[src/rtl/endnode_rx_buffer.sv]
// Receive packet buffer: holds flits uncommitted until the end-of-packet verdict, then commits
// (queueing an ACK header) or rolls back. Returns one credit per drained flit on its VC.
module endnode_rx_buffer #(
  parameter int unsigned DEPTH     = 8,
  parameter int unsigned ACK_DEPTH = 2,
  // Flit layout: {vc[13], id[12:9], req[8], payload[7:0]}; ACK header is the top HDR_W bits.
  localparam int unsigned FLIT_W = 14,
  localparam int unsigned HDR_W  = 6
) (
  input  logic              CLK,
  input  logic              RST,
  input  logic [FLIT_W-1:0] flit_rx,
  input  logic              done_rx,
  input  logic              packet_done_rx,
  input  logic              crc_corr_rx,
  input  logic              err_rx,
  output logic [FLIT_W-1:0] flit_out,
  output logic              flit_valid,
  input  logic              flit_ready,
  output logic              ack_valid,
  output logic [HDR_W-1:0]  ack_hdr,
  input  logic              ack_ready,
  output logic [1:0]        grtcred_tx,
  output logic [15:0]       drop_cnt,
  output logic              overflow
);

  localparam int unsigned AW  = $clog2(DEPTH);
  localparam int unsigned AAW = $clog2(ACK_DEPTH);
  localparam logic [AW:0]  FULL_CNT     = (AW + 1)'(DEPTH);
  localparam logic [AAW:0] ACK_FULL_CNT = (AAW + 1)'(ACK_DEPTH);

  logic [FLIT_W-1:0] mem_q [DEPTH];
  logic [HDR_W-1:0]  ack_mem_q [ACK_DEPTH];

  logic [AW:0]      wptr_q, wptr_d, cptr_q, cptr_d, rptr_q, rptr_d;
  logic [AAW:0]     ack_wptr_q, ack_wptr_d, ack_rptr_q, ack_rptr_d;
  logic [HDR_W-1:0] hdr_hold_q, hdr_hold_d;
  logic             hdr_vld_q, hdr_vld_d;
  logic             bad_q, bad_d;
  logic             overflow_q, overflow_d;
  logic [15:0]      drop_cnt_q, drop_cnt_d;
  logic [1:0]       grtcred_q, grtcred_d;

  logic             full, wr_en, ovf, first_wr, pop;
  logic             ack_full, ack_pop, ack_push, commit, rollback;
  logic [HDR_W-1:0] push_hdr;

  assign flit_valid = (rptr_q != cptr_q);
  assign flit_out   = mem_q[rptr_q[AW-1:0]];
  assign ack_valid  = (ack_wptr_q != ack_rptr_q);
  assign ack_hdr    = ack_mem_q[ack_rptr_q[AAW-1:0]];
  assign grtcred_tx = grtcred_q;
  assign drop_cnt   = drop_cnt_q;
  assign overflow   = overflow_q;

  assign full     = ((wptr_q - rptr_q) == FULL_CNT);
  assign wr_en    = done_rx && !full;
  assign ovf      = done_rx && full;
  assign first_wr = wr_en && (wptr_q == cptr_q);
  assign pop      = flit_valid && flit_ready;
  assign ack_full = ((ack_wptr_q - ack_rptr_q) == ACK_FULL_CNT);
  assign ack_pop  = ack_valid && ack_ready;
  // A flit dropped in the verdict cycle still spoils the packet.
  assign commit   = packet_done_rx && crc_corr_rx && !err_rx && !bad_q && !ovf;
  assign rollback = packet_done_rx && !commit;
  assign push_hdr = first_wr ? flit_rx[FLIT_W-1 -: HDR_W] : hdr_hold_q;
  assign ack_push = commit && (first_wr || hdr_vld_q) && (!ack_full || ack_pop);

  always_comb begin
    wptr_d     = wptr_q;
    cptr_d     = cptr_q;
    rptr_d     = rptr_q;
    hdr_hold_d = hdr_hold_q;
    hdr_vld_d  = hdr_vld_q;
    bad_d      = bad_q;
    overflow_d = overflow_q;
    drop_cnt_d = drop_cnt_q;
    grtcred_d  = '0;
    ack_wptr_d = ack_wptr_q;
    ack_rptr_d = ack_rptr_q;

    if (wr_en) wptr_d = wptr_q + 1'b1;
    if (first_wr) begin
      hdr_hold_d = flit_rx[FLIT_W-1 -: HDR_W];
      hdr_vld_d  = 1'b1;
    end
    if (ovf) begin
      bad_d      = 1'b1;
      overflow_d = 1'b1;
    end
    if (commit) begin
      cptr_d    = wptr_d;
      hdr_vld_d = 1'b0;
    end
    if (rollback) begin
      wptr_d    = cptr_q;
      bad_d     = 1'b0;
      hdr_vld_d = 1'b0;
      if (drop_cnt_q != 16'hFFFF) drop_cnt_d = drop_cnt_q + 16'd1;
    end
    if (pop) begin
      rptr_d                      = rptr_q + 1'b1;
      grtcred_d[flit_out[FLIT_W-1]] = 1'b1;
    end
    if (ack_push) ack_wptr_d = ack_wptr_q + 1'b1;
    if (ack_pop)  ack_rptr_d = ack_rptr_q + 1'b1;
  end

  always_ff @(posedge CLK) begin
    if (RST) begin
      wptr_q     <= '0;
      cptr_q     <= '0;
      rptr_q     <= '0;
      hdr_hold_q <= '0;
      hdr_vld_q  <= 1'b0;
      bad_q      <= 1'b0;
      overflow_q <= 1'b0;
      drop_cnt_q <= '0;
      grtcred_q  <= '0;
      ack_wptr_q <= '0;
      ack_rptr_q <= '0;
    end else begin
      wptr_q     <= wptr_d;
      cptr_q     <= cptr_d;
      rptr_q     <= rptr_d;
      hdr_hold_q <= hdr_hold_d;
      hdr_vld_q  <= hdr_vld_d;
      bad_q      <= bad_d;
      overflow_q <= overflow_d;
      drop_cnt_q <= drop_cnt_d;
      grtcred_q  <= grtcred_d;
      ack_wptr_q <= ack_wptr_d;
      ack_rptr_q <= ack_rptr_d;
    end
  end

  // Storage needs no reset; pointers define what is live.
  always_ff @(posedge CLK) begin
    if (wr_en)    mem_q[wptr_q[AW-1:0]]          <= flit_rx;
    if (ack_push) ack_mem_q[ack_wptr_q[AAW-1:0]] <= push_hdr;
  end

endmodule

[config.mk]
export PLATFORM = sky130hd
export DESIGN_NAME = endnode_rx_buffer
export DESIGN_NICKNAME = d
export VERILOG_FILES = /design/src/rtl/endnode_rx_buffer.sv
export SDC_FILE = /design/constraint.sdc
export NUM_CORES = 1
export LEC_CHECK = 0
export ABC_AREA = 0
export BUFFER_PORTS_ARGS = -buffer_cell sky130_fd_sc_hd__buf_2
export CAP_MARGIN = 10
export CORE_ASPECT_RATIO = 0.7
export CORE_UTILIZATION = 55
export CTS_CLUSTER_DIAMETER = 80
export CTS_CLUSTER_SIZE = 28
export DETAILED_ROUTE_END_ITERATION = 6
export GPL_ROUTABILITY_DRIVEN = 0
export GPL_TIMING_DRIVEN = 1
export PLACE_DENSITY = 0.78
export SETUP_SLACK_MARGIN = 0.3
export SLEW_MARGIN = 15
export SYNTH_ARGS = -nofsm -noshare
export SYNTH_HDL_FRONTEND = slang
export SYNTH_SLANG_ARGS = --single-unit
[constraint.sdc]
create_clock -name CLK -period 4.2 [get_ports CLK]
set_clock_uncertainty 0.05 [all_clocks]
set_input_delay 0.42 -clock CLK [delete_from_list [all_inputs] [get_ports CLK]]
set_output_delay 0.42 -clock CLK [all_outputs]
set_load 0.005 [all_outputs]
==> results by group, run 1 <==
Clock network
  • Clock transition at path regs: 0.06 ns
  • CTS H-tree lvls: 4
  • CTS Hold Buffers Added: 0
  • Clk sinks: 171
  • TritonCTS buffer count: 17
  • Post-CTS Setup Bufs: 0
  • CTS tree: done
  • Worst skew pair latency: 0.42 ns
  • Worst-case clock buffer depth: 2
  • PostCTS Resize Cnt: 0
  • Root Driver: clkbuf_16

Timing
  • Setup TNS: 0 ns
  • Headroom to the max-slew limit: 24.5%
  • Final hold vios: 0
  • Slew Limit Fails: 0
  • Setup-failing EPs final: 0
  • Worst-margin pin slew: 1.13 ns
  • Max Freq: 304 MHz
  • Hold Slack: 0.220 ns
  • Final Cycle Share: 78.4%
  • Unrepaired setup endpoints after global routing: no
  • Tmin final: 3.29 ns

Logic synthesis
  • Proportion of synthesized chip area in sequential cells: 66.9%
  • Main flop type after synthesis: edfxtp_1
  • Post-synthesis cell type count: 44
  • Synth area leader: edfxtp_1
  • Mapped Nets: 475
  • Top cells by area, synth: edfxtp_1 53%, dfxtp_1 13%, mux4_2 9.0%, mux2_2 4.4%, xnor2_1 1.6%
  • Post-synthesis async set-or-reset flop share: 0%
  • Syn Area/Cell: 15.6 sq um
  • Synth top area share: 53.4%
  • Warnings from Yosys: 0
  • Count leader, synth: edfxtp_1
  • Flops & latches, synth: 171
  • Mapped Area: 0.00697 sq mm
  • Cells after Synth: 447
  • Synth cell count leaders: 124 x edfxtp_1, 47 x dfxtp_1, 28 x mux4_2
  • Post-synth EDFFs: 124

Critical path
  • Worst-path maximum fanout: 34
  • Crit-path most repeated cell: o21ai_0
  • Required time of the critical path: 4.48 ns
  • CP cell instances: ha_1, and3b_1, o21ai_0, a2111oi_4, o31ai_4, o21ai_0, a21oi_1
  • Crit Path Category: register to register
  • Setup crit start kind: register
  • Top delay family on crit path: compound AO/OA/AOI/OAI gates
  • Slowest-stage cell, CP: o31ai_4
  • Crit path DAT: 3.58 ns
  • Max stage delay on crit path: 0.94 ns
  • Buffers and inverters on the worst path: 0
  • Crit end category: register

GRT
  • Tot GR Track Use: 22.5%
  • First-pass GRT wire length: 21100 um
  • Antenna violations before repair: 0
  • Vias in the first global route: 3993
  • Grt total ovfl: 0
  • Largest net degree at the start of global routing: 51

Pwr
  • Power Density: 502 mW/mm^2
  • Pleak: 2.75 nW
  • Worst IR Drop VDD: 0.000351 V
  • Total power: 4.07 mW

Routing
  • Highest routed layer: met4
  • Vias/cell: 5.96
  • WL met3: 951 um
  • M1 WL: 6070 um
  • Routed wl met2: 6550 um
  • First drt pass iteration count: 4
  • Drt wl/cell: 19.9 um
  • Detailed router's first-iteration violation count: 279
  • # DRC: 0
  • Vias: 4109
  • Final wirelength: 13700 um
  • Final ANT Viol Nets: 0

Job
  • Max_cap viols: 0

Floorplanning
  • Die Area: 0.0131 sq mm
  • Rows: 34
  • Number of top-level pins: 63
  • Core Region: 0.0124 sq mm
  • Die height: 96.2 um
  • Horiz. Die Dim: 137 um
  • Initial Util: 56.3%

Placement
  • Dpl hpwl: 8350 um
  • I/O Buffers: 62

Final layout
  • Area occupied by registers: 0.00467 sq mm
  • Area of the multi-input gates: 0.00224 sq mm
  • Fill cells: 850
  • Area Overhead vs Synth: 16.3%
  • Final nets: 543
  • Proportion of layout cells with a drive suffix above 1: 33.0%
  • Antenna cells: 0

Status
  • Status: finished, final reports clean

Worst hold path
  • HP Class: input port to register
==> placed cells by master, fill, tap and decap left out, types with 7 or more instances in the layout <==
cell type  synthesis  routed
edfxtp_1         124     124
buf_2              0      62
dfxtp_1           47      46
mux4_2            28      28
mux2_2            27      27
nor2_1            23      23
a21oi_1           18      18
clkbuf_16          0      17
nand2_1           14      14
xnor2_1           13      13
buf_4              0      12
o31ai_1           11      11
nand3_1           10      10
or4_1             10      10
nor2b_1            9       9
nor3_1            12       9
inv_1              7       7
a211oi_1           7       7
==> worst reg2reg max path, delay by kind of cell, from the launching register on <==
family | cells | cell delay, ns
compound gates | 5 | 2.03
flops | 1 | 0.62
fa+ha+maj | 1 | 0.33
simple gates | 1 | 0.19
==> state kept, by name (all words and copies together) (netlist names), named ones only <==
| name | count |
|---|---|
| mem_q | 112 |
| drop_cnt | 16 |
| ack_mem_q | 12 |
| hdr_hold_q | 6 |
| cptr_q | 4 |
| rptr_q | 4 |
| wptr_q | 4 |
| ack_rptr_q | 2 |
| ack_wptr_q | 2 |
| grtcred_tx | 2 |
| bad_q | 1 |
| hdr_vld_q | 1 |
| overflow | 1 |
==> cell families after synthesis <==
kind of cell / Yosys count / synth area share, %
buffers and inverters: 32 / 1.83
XOR/XNOR: 18 / 2.26
AO/OA/AOI/OAI: 52 / 5.28
multiplexers: 58 / 13.8
AND/OR/NAND/NOR: 110 / 8.83
flip-flops: 171 / 66.9
adder cells (fa/ha/maj): 6 / 1.08
==> power breakdown <==
group	leakage (nW)	switching, mW	internal, mW
logic	0.980	0.255	0.293
clock network	0.266	0.634	0.874
registers	1.51	0.110	1.90
==> worst paths after layout <==
path | from | to | slack (ns) | cells past startpoint
setup / recovery | wptr_q[1] | drop_cnt[6] | 0.91 | 7
hold / removal | flit_rx[7] | mem_q[1][7] | 0.22 | 1
setup reg to reg | wptr_q[1] | drop_cnt[6] | 0.91 | 7
hold reg to reg | drop_cnt[8] | drop_cnt[8] | 0.45 | 2
==> through the flow <==
stage | util, % | setup WS (ns) | std cells | area, sq um
floorplan | - | 0.361 | 447 | 6970
detailed placement | 60.9 | 0.973 | 658 | 7540
finish | 65.5 | 0.906 | 689 | 8110
global route | 65.5 | 0.657 | 689 | 8110
global placement | 60.9 | 1.08 | 658 | 7540
CTS | 65.5 | 0.936 | 689 | 8110
==> layout make-up <==
class / count / share of cell area, %
multi-input cells: 244 / 27.6
flip-flops and latches: 171 / 57.5
well taps: 162 / 2.50
clock buffers: 17 / 5.25
inverters: 7 / 0.324
clock inverters: 14 / 1.82
repair buffers: 74 / 4.94
==> metal layers <==
metal	GRT usage, %	vias up
li1	-	1894
met1	30.2	2050
met2	35.6	149
met3	6.06	16
met4	7.69	0
met5	0	-
Power figures use the tool's default switching activity.
==> run 2, diff against run 1 <==
--- a/config.mk
+++ b/config.mk
@@ -9,7 +9,7 @@
 export BUFFER_PORTS_ARGS = -buffer_cell sky130_fd_sc_hd__buf_2
 export CAP_MARGIN = 10
 export CORE_ASPECT_RATIO = 0.7
-export CORE_UTILIZATION = 55
+export CORE_UTILIZATION = 53
 export CTS_CLUSTER_DIAMETER = 80
 export CTS_CLUSTER_SIZE = 28
 export DETAILED_ROUTE_END_ITERATION = 6
==> constraint.sdc (replaced) <==
create_clock -name CLK -period 2.95 [get_ports CLK]
set_clock_uncertainty 0.05 [all_clocks]
set_input_delay 0.295 -clock CLK [delete_from_list [all_inputs] [get_ports CLK]]
set_output_delay 0.295 -clock CLK [all_outputs]
set_load 0.005 [all_outputs]
==> run 2 against run 1 <==
  * Via count is 5.5% higher
  * Critical path type unchanged
  * The flow now finishes with violations (design-rule violations)
  * Cell area increased by 6.7%
  * Maximum frequency rose by 22%
  * Non-clock buffer count increased by 32
  * Global-route usage is 1.1 points higher
  * Clock power rose by 58%
  * Critical endpoint is now ack_mem_q[1][1]
  * Die area increased by 3.7%
==> results by group, run 2 (same netlist as run 1, synthesis figures left out) <==
Timing
  • Slew Limit Fails: 0
  • Hold Slack: 0.105 ns
  • Headroom to the max-slew limit: 44.1%
  • Worst-margin pin slew: 0.835 ns
  • Tmin final: 2.70 ns
  • Final hold vios: 0
  • Max Freq: 371 MHz
  • Final Cycle Share: 91.4%
  • Setup TNS: 0 ns
  • Unrepaired setup endpoints after global routing: yes
  • Setup-failing EPs final: 0

GRT
  • Antenna violations before repair: 0
  • Grt total ovfl: 0
  • Tot GR Track Use: 23.6%
  • First-pass GRT wire length: 23500 um
  • Largest net degree at the start of global routing: 32
  • Vias in the first global route: 4272

Final layout
  • Largest register FFs: 112
  • Proportion of layout cells with a drive suffix above 1: 40.5%
  • Final nets: 578
  • Final core occ: 68.5%
  • Commonest non-fill, non-tap cell in the layout: edfxtp_1
  • Most frequent cells in the layout: 124 x edfxtp_1, 62 x buf_2, 41 x dfxtp_1
  • Area Overhead vs Synth: 24.0%
  • Fill cells: 820
  • Post-route cell area: 0.00865 sq mm
  • Antenna cells: 0

Routing
  • Drt wl/cell: 21.1 um
  • # DRC: 2
  • Detailed router's first-iteration violation count: 355
  • First drt pass iteration count: 6
  • Vias: 4337
  • Final ANT Viol Nets: 0
  • Final wirelength: 15300 um
  • Vias/cell: 5.98

Clock network
  • CTS tree: done
  • CTS H-tree lvls: 4
  • TritonCTS buffer count: 17
  • Worst-case clock buffer depth: 2
  • CTS Hold Buffers Added: 0
  • Root Driver: clkbuf_16
  • Clk sinks: 171
  • Clock transition at path regs: 0.06 ns
  • Worst skew pair latency: 0.41 ns

Critical path
  • Crit Path Category: register to register
  • Crit end category: register
  • Reg2reg end: ack_mem_q[1][1]
  • Worst R2R Start: rptr_q[2]
  • Worst Reg2Reg Path Length in Cells: 10
  • Buffers and inverters on the worst path: 4
  • CP cell instances: inv_2, ha_4, and3b_1, or3_4, buf_4, a211oi_2, nor3_2, buf_4, o2111a_1, buf_4
  • Crit path DAT: 2.82 ns
  • Crit-path most repeated cell: buf_4
  • Max stage delay on crit path: 0.40 ns
  • Slowest-stage cell, CP: or3_4
  • Worst-path maximum fanout: 7
  • R2R Setup Slk: 0.25 ns
  • Setup crit start kind: register
  • Top delay family on crit path: simple AND/OR/NAND/NOR gates
  • Required time of the critical path: 3.08 ns

Status
  • Failing checks: design-rule violations
  • Status: complete, but fails checks

Pwr
  • Total power: 6.23 mW
  • Power Density: 720 mW/mm^2
  • Pleak: 3.01 nW
  • Worst IR Drop VDD: 0.000721 V

Worst hold path
  • Depth of the worst hold-timing path: 1
  • Hold Path End: mem_q[7][6]
  • HP Class: input port to register
  • Hold wc startpoint: flit_rx[6]

Floorplanning
  • Rows: 34
  • Initial Util: 55.2%
  • Horiz. Die Dim: 139 um
  • Die Area: 0.0136 sq mm
  • Core Region: 0.0126 sq mm
  • Die height: 98.0 um
  • Number of top-level pins: 63

Placement
  • I/O Buffers: 62
  • Cell Area, Placed: 0.00779 sq mm
  • Dpl hpwl: 9000 um

Job
  • Max_cap viols: 0
[run 2: repair_timing]
item | 4_1_cts | 5_1_grt
gates resized for setup | 7 | 13
setup endpoints to repair | 59 | 61
endpoints found under the hold margin | 0 | 0
gates cloned | 1 | 2
setup buffers | 10 | 5
pin swaps | 7 | 11
[run 2: report_power, final]
part | switching (mW) | internal, mW
sequential | 0.101 | 2.71
clock | 0.888 | 1.50
combinational | 0.498 | 0.534
total | 1.49 | 4.74
[run 2: per-stage QoR]
stage,setup slack [ns],std cells
after global placement,0.155,675
after floorplan,0.303,447
after detailed placement,0.0463,675
final,0.253,725
after CTS,0.170,718
after global routing,0.194,725
[run 2: metal layers]
metal  GRT usage, %  up-vias  part of all wire [%]
met4           7.61        0                   1.4
met1           31.0     2189                    42
met3           6.23       20                   6.2
met2           38.8      162                    50
met5              0        -                     0
li1               -     1966                     -
[run 2: final cells by class]
class,instances,area [sq um],share of cell area [%]
flip-flops and latches,171,4680,54.1
multi-input cells,247,2430,28.1
repair buffers,106,677,7.83
clock buffers,19,433,5.01
well taps,162,203,2.34
clock inverters,13,198,2.29
inverters,7,31.3,0.362
[run 2: how the worst max path moves through the flow]
stage	start	slack [ns]	end	cells after the start
global placement	rptr_q[1]	0.15	drop_cnt[14]	8
global route	rptr_q[2]	0.19	ack_mem_q[1][4]	10
finish	rptr_q[2]	0.25	ack_mem_q[1][1]	10
CTS	rptr_q[2]	0.17	drop_cnt[15]	9
detailed placement	rptr_q[1]	0.05	drop_cnt[3]	8
floorplan	wptr_q[0]	0.30	drop_cnt[11]	10
==> run 3, diff against run 2 <==
--- a/config.mk
+++ b/config.mk
@@ -9,14 +9,14 @@
 export BUFFER_PORTS_ARGS = -buffer_cell sky130_fd_sc_hd__buf_2
 export CAP_MARGIN = 10
 export CORE_ASPECT_RATIO = 0.7
-export CORE_UTILIZATION = 53
+export CORE_UTILIZATION = 31
 export CTS_CLUSTER_DIAMETER = 80
 export CTS_CLUSTER_SIZE = 28
 export DETAILED_ROUTE_END_ITERATION = 6
 export GPL_ROUTABILITY_DRIVEN = 0
 export GPL_TIMING_DRIVEN = 1
-export PLACE_DENSITY = 0.78
 export SETUP_SLACK_MARGIN = 0.3
+export SKIP_LAST_GASP = 1
 export SLEW_MARGIN = 15
 export SYNTH_ARGS = -nofsm -noshare
 export SYNTH_HDL_FRONTEND = slang
==> run 3 against run 2 <==
  * Worst setup slack improved by 0.019 ns
  * Sequential power hardly changed
  * Final cell count grew 16%
  * Highest routed layer is now met5
  * Maximum frequency grew 0.71%
  * Count of clock-buffer cells in the layout did not move
  * Critical endpoint is now drop_cnt[15]
  * Non-clock buffer count is 2 lower
  * Via count fell by 1.7%
  * Critical path type unchanged
  * Clock power down 10%
  * Core utilization fell by 28 points
  * The flow now finishes without violations
  * Critical path depth unchanged
  * First-iteration DRC count shrank 11%
==> results by group, run 3 (same netlist as run 1, synthesis figures left out) <==
Status
  • Status: finished, final reports clean

GRT
  • Grt total ovfl: 0
  • Largest net degree at the start of global routing: 32
  • Tot GR Track Use: 13.8%
  • First-pass GRT wire length: 23800 um
  • Vias in the first global route: 4340
  • Antenna violations before repair: 2

Timing
  • Max Freq: 373 MHz
  • Headroom to the max-slew limit: 51.1%
  • Unrepaired setup endpoints after global routing: yes
  • Worst-margin pin slew: 0.734 ns
  • Worst Setup Slack, final: 0.272 ns
  • Hold Slack: 0.0854 ns
  • Final Cycle Share: 90.8%
  • Setup-failing EPs final: 0
  • Tmin final: 2.68 ns
  • Final hold vios: 0
  • Slew Limit Fails: 0

Critical path
  • Required time of the critical path: 3.22 ns
  • Worst-path maximum fanout: 4
  • Crit Path Category: register to register
  • Crit path DAT: 2.95 ns
  • Crit end category: register
  • Setup crit start kind: register

Pwr
  • Worst IR Drop VDD: 0.000478 V
  • Pleak: 2.97 nW
  • Total power: 5.95 mW
  • Power Density: 676 mW/mm^2

Routing
  • Final wirelength: 15200 um
  • Vias/cell: 5.06
  • # DRC: 0
  • Final ANT Viol Nets: 0
  • Vias: 4263
  • Drt wl/cell: 18.1 um
  • First drt pass iteration count: 5
  • Detailed router's first-iteration violation count: 317

Job
  • Max_cap viols: 0

Floorplanning
  • Die Area: 0.0231 sq mm
  • Horiz. Die Dim: 181 um
  • Rows: 45
  • Number of top-level pins: 63
  • Initial Util: 31.9%
  • Die height: 127 um
  • Core Region: 0.0218 sq mm

Placement
  • Dpl hpwl: 9650 um
  • Placed insts: 791
  • Worst slack at placement: -0.00904 ns
  • I/O Buffers: 62

Final layout
  • Area Overhead vs Synth: 26.3%
  • Most frequent cells in the layout: 124 x edfxtp_1, 62 x buf_2, 42 x dfxtp_1
  • Final core occ: 40.3%
  • Proportion of layout cells with a drive suffix above 1: 42.5%
  • Final nets: 575
  • Largest register FFs: 112
  • Fin cells: 843
  • Commonest non-fill, non-tap cell in the layout: edfxtp_1

Clock network
  • Worst skew pair latency: 0.43 ns
  • Clk sinks: 171
  • CTS H-tree lvls: 4
  • CTS tree: done
  • Worst-case clock buffer depth: 2
  • Clock transition at path regs: 0.07 ns
  • Root Driver: clkbuf_16
  • TritonCTS buffer count: 17

Worst hold path
  • HP Class: input port to register
-- run 3: final timing paths --
check,cells after the start,start,end,slack [ns]
max,10,rptr_q[2],drop_cnt[15],0.27
min,1,flit_rx[6],mem_q[1][6],0.09
max reg2reg,10,rptr_q[2],drop_cnt[15],0.27
min reg2reg,2,drop_cnt[9],drop_cnt[9],0.47
-- run 3: per-stage QoR --
| stage | cell area (sq um) | TNS (ns) |
|---|---|---|
| floorplan | 7140 | 0 |
| global placement | 7930 | 0 |
| detailed placement | 7930 | -0.00904 |
| CTS | 8650 | 0 |
| global route | 8810 | 0 |
| finish | 8810 | 0 |
-- run 3: routing by layer --
metal  track usage [%]  vias up  part of all wire [%]
li1                  -     1968                     -
met1              18.1     2159                    47
met2              21.6      106                    47
met3              3.11       28                   3.8
met4              7.03        2                   2.6
met5                 0        -                 0.066
-- run 3: power breakdown --
part           internal [mW]  switching [mW]
clock                   1.18           0.955
combinational          0.524           0.484
sequential              2.71           0.101
-- run 3: final cells by class --
cell class,instances,area [sq um]
repair buffers,104,698
multi-input cells,246,2480
well taps,282,353
flip-flops and latches,171,4680
inverters,7,31.3
clock inverters,13,134
fillers,1989,13000
clock buffers,19,433
diodes,1,2.50
-- run 3: critical path, stage by stage, from the launching register on --
cell	delay (ns)
dfxtp_2	0.34
inv_2	0.04
ha_4	0.22
and3b_2	0.23
or3_4	0.39
a2111oi_4	0.31
buf_6	0.18
buf_6	0.12
o31a_1	0.16
and4_1	0.24
mux2_4	0.31
-- run 3: timing repair --
item,in CTS,in global routing
pin swaps,16,15
cloned,2,0
gates resized for setup,14,22
setup buffers,10,7
setup endpoints to repair,47,111
hold buffers,0,0
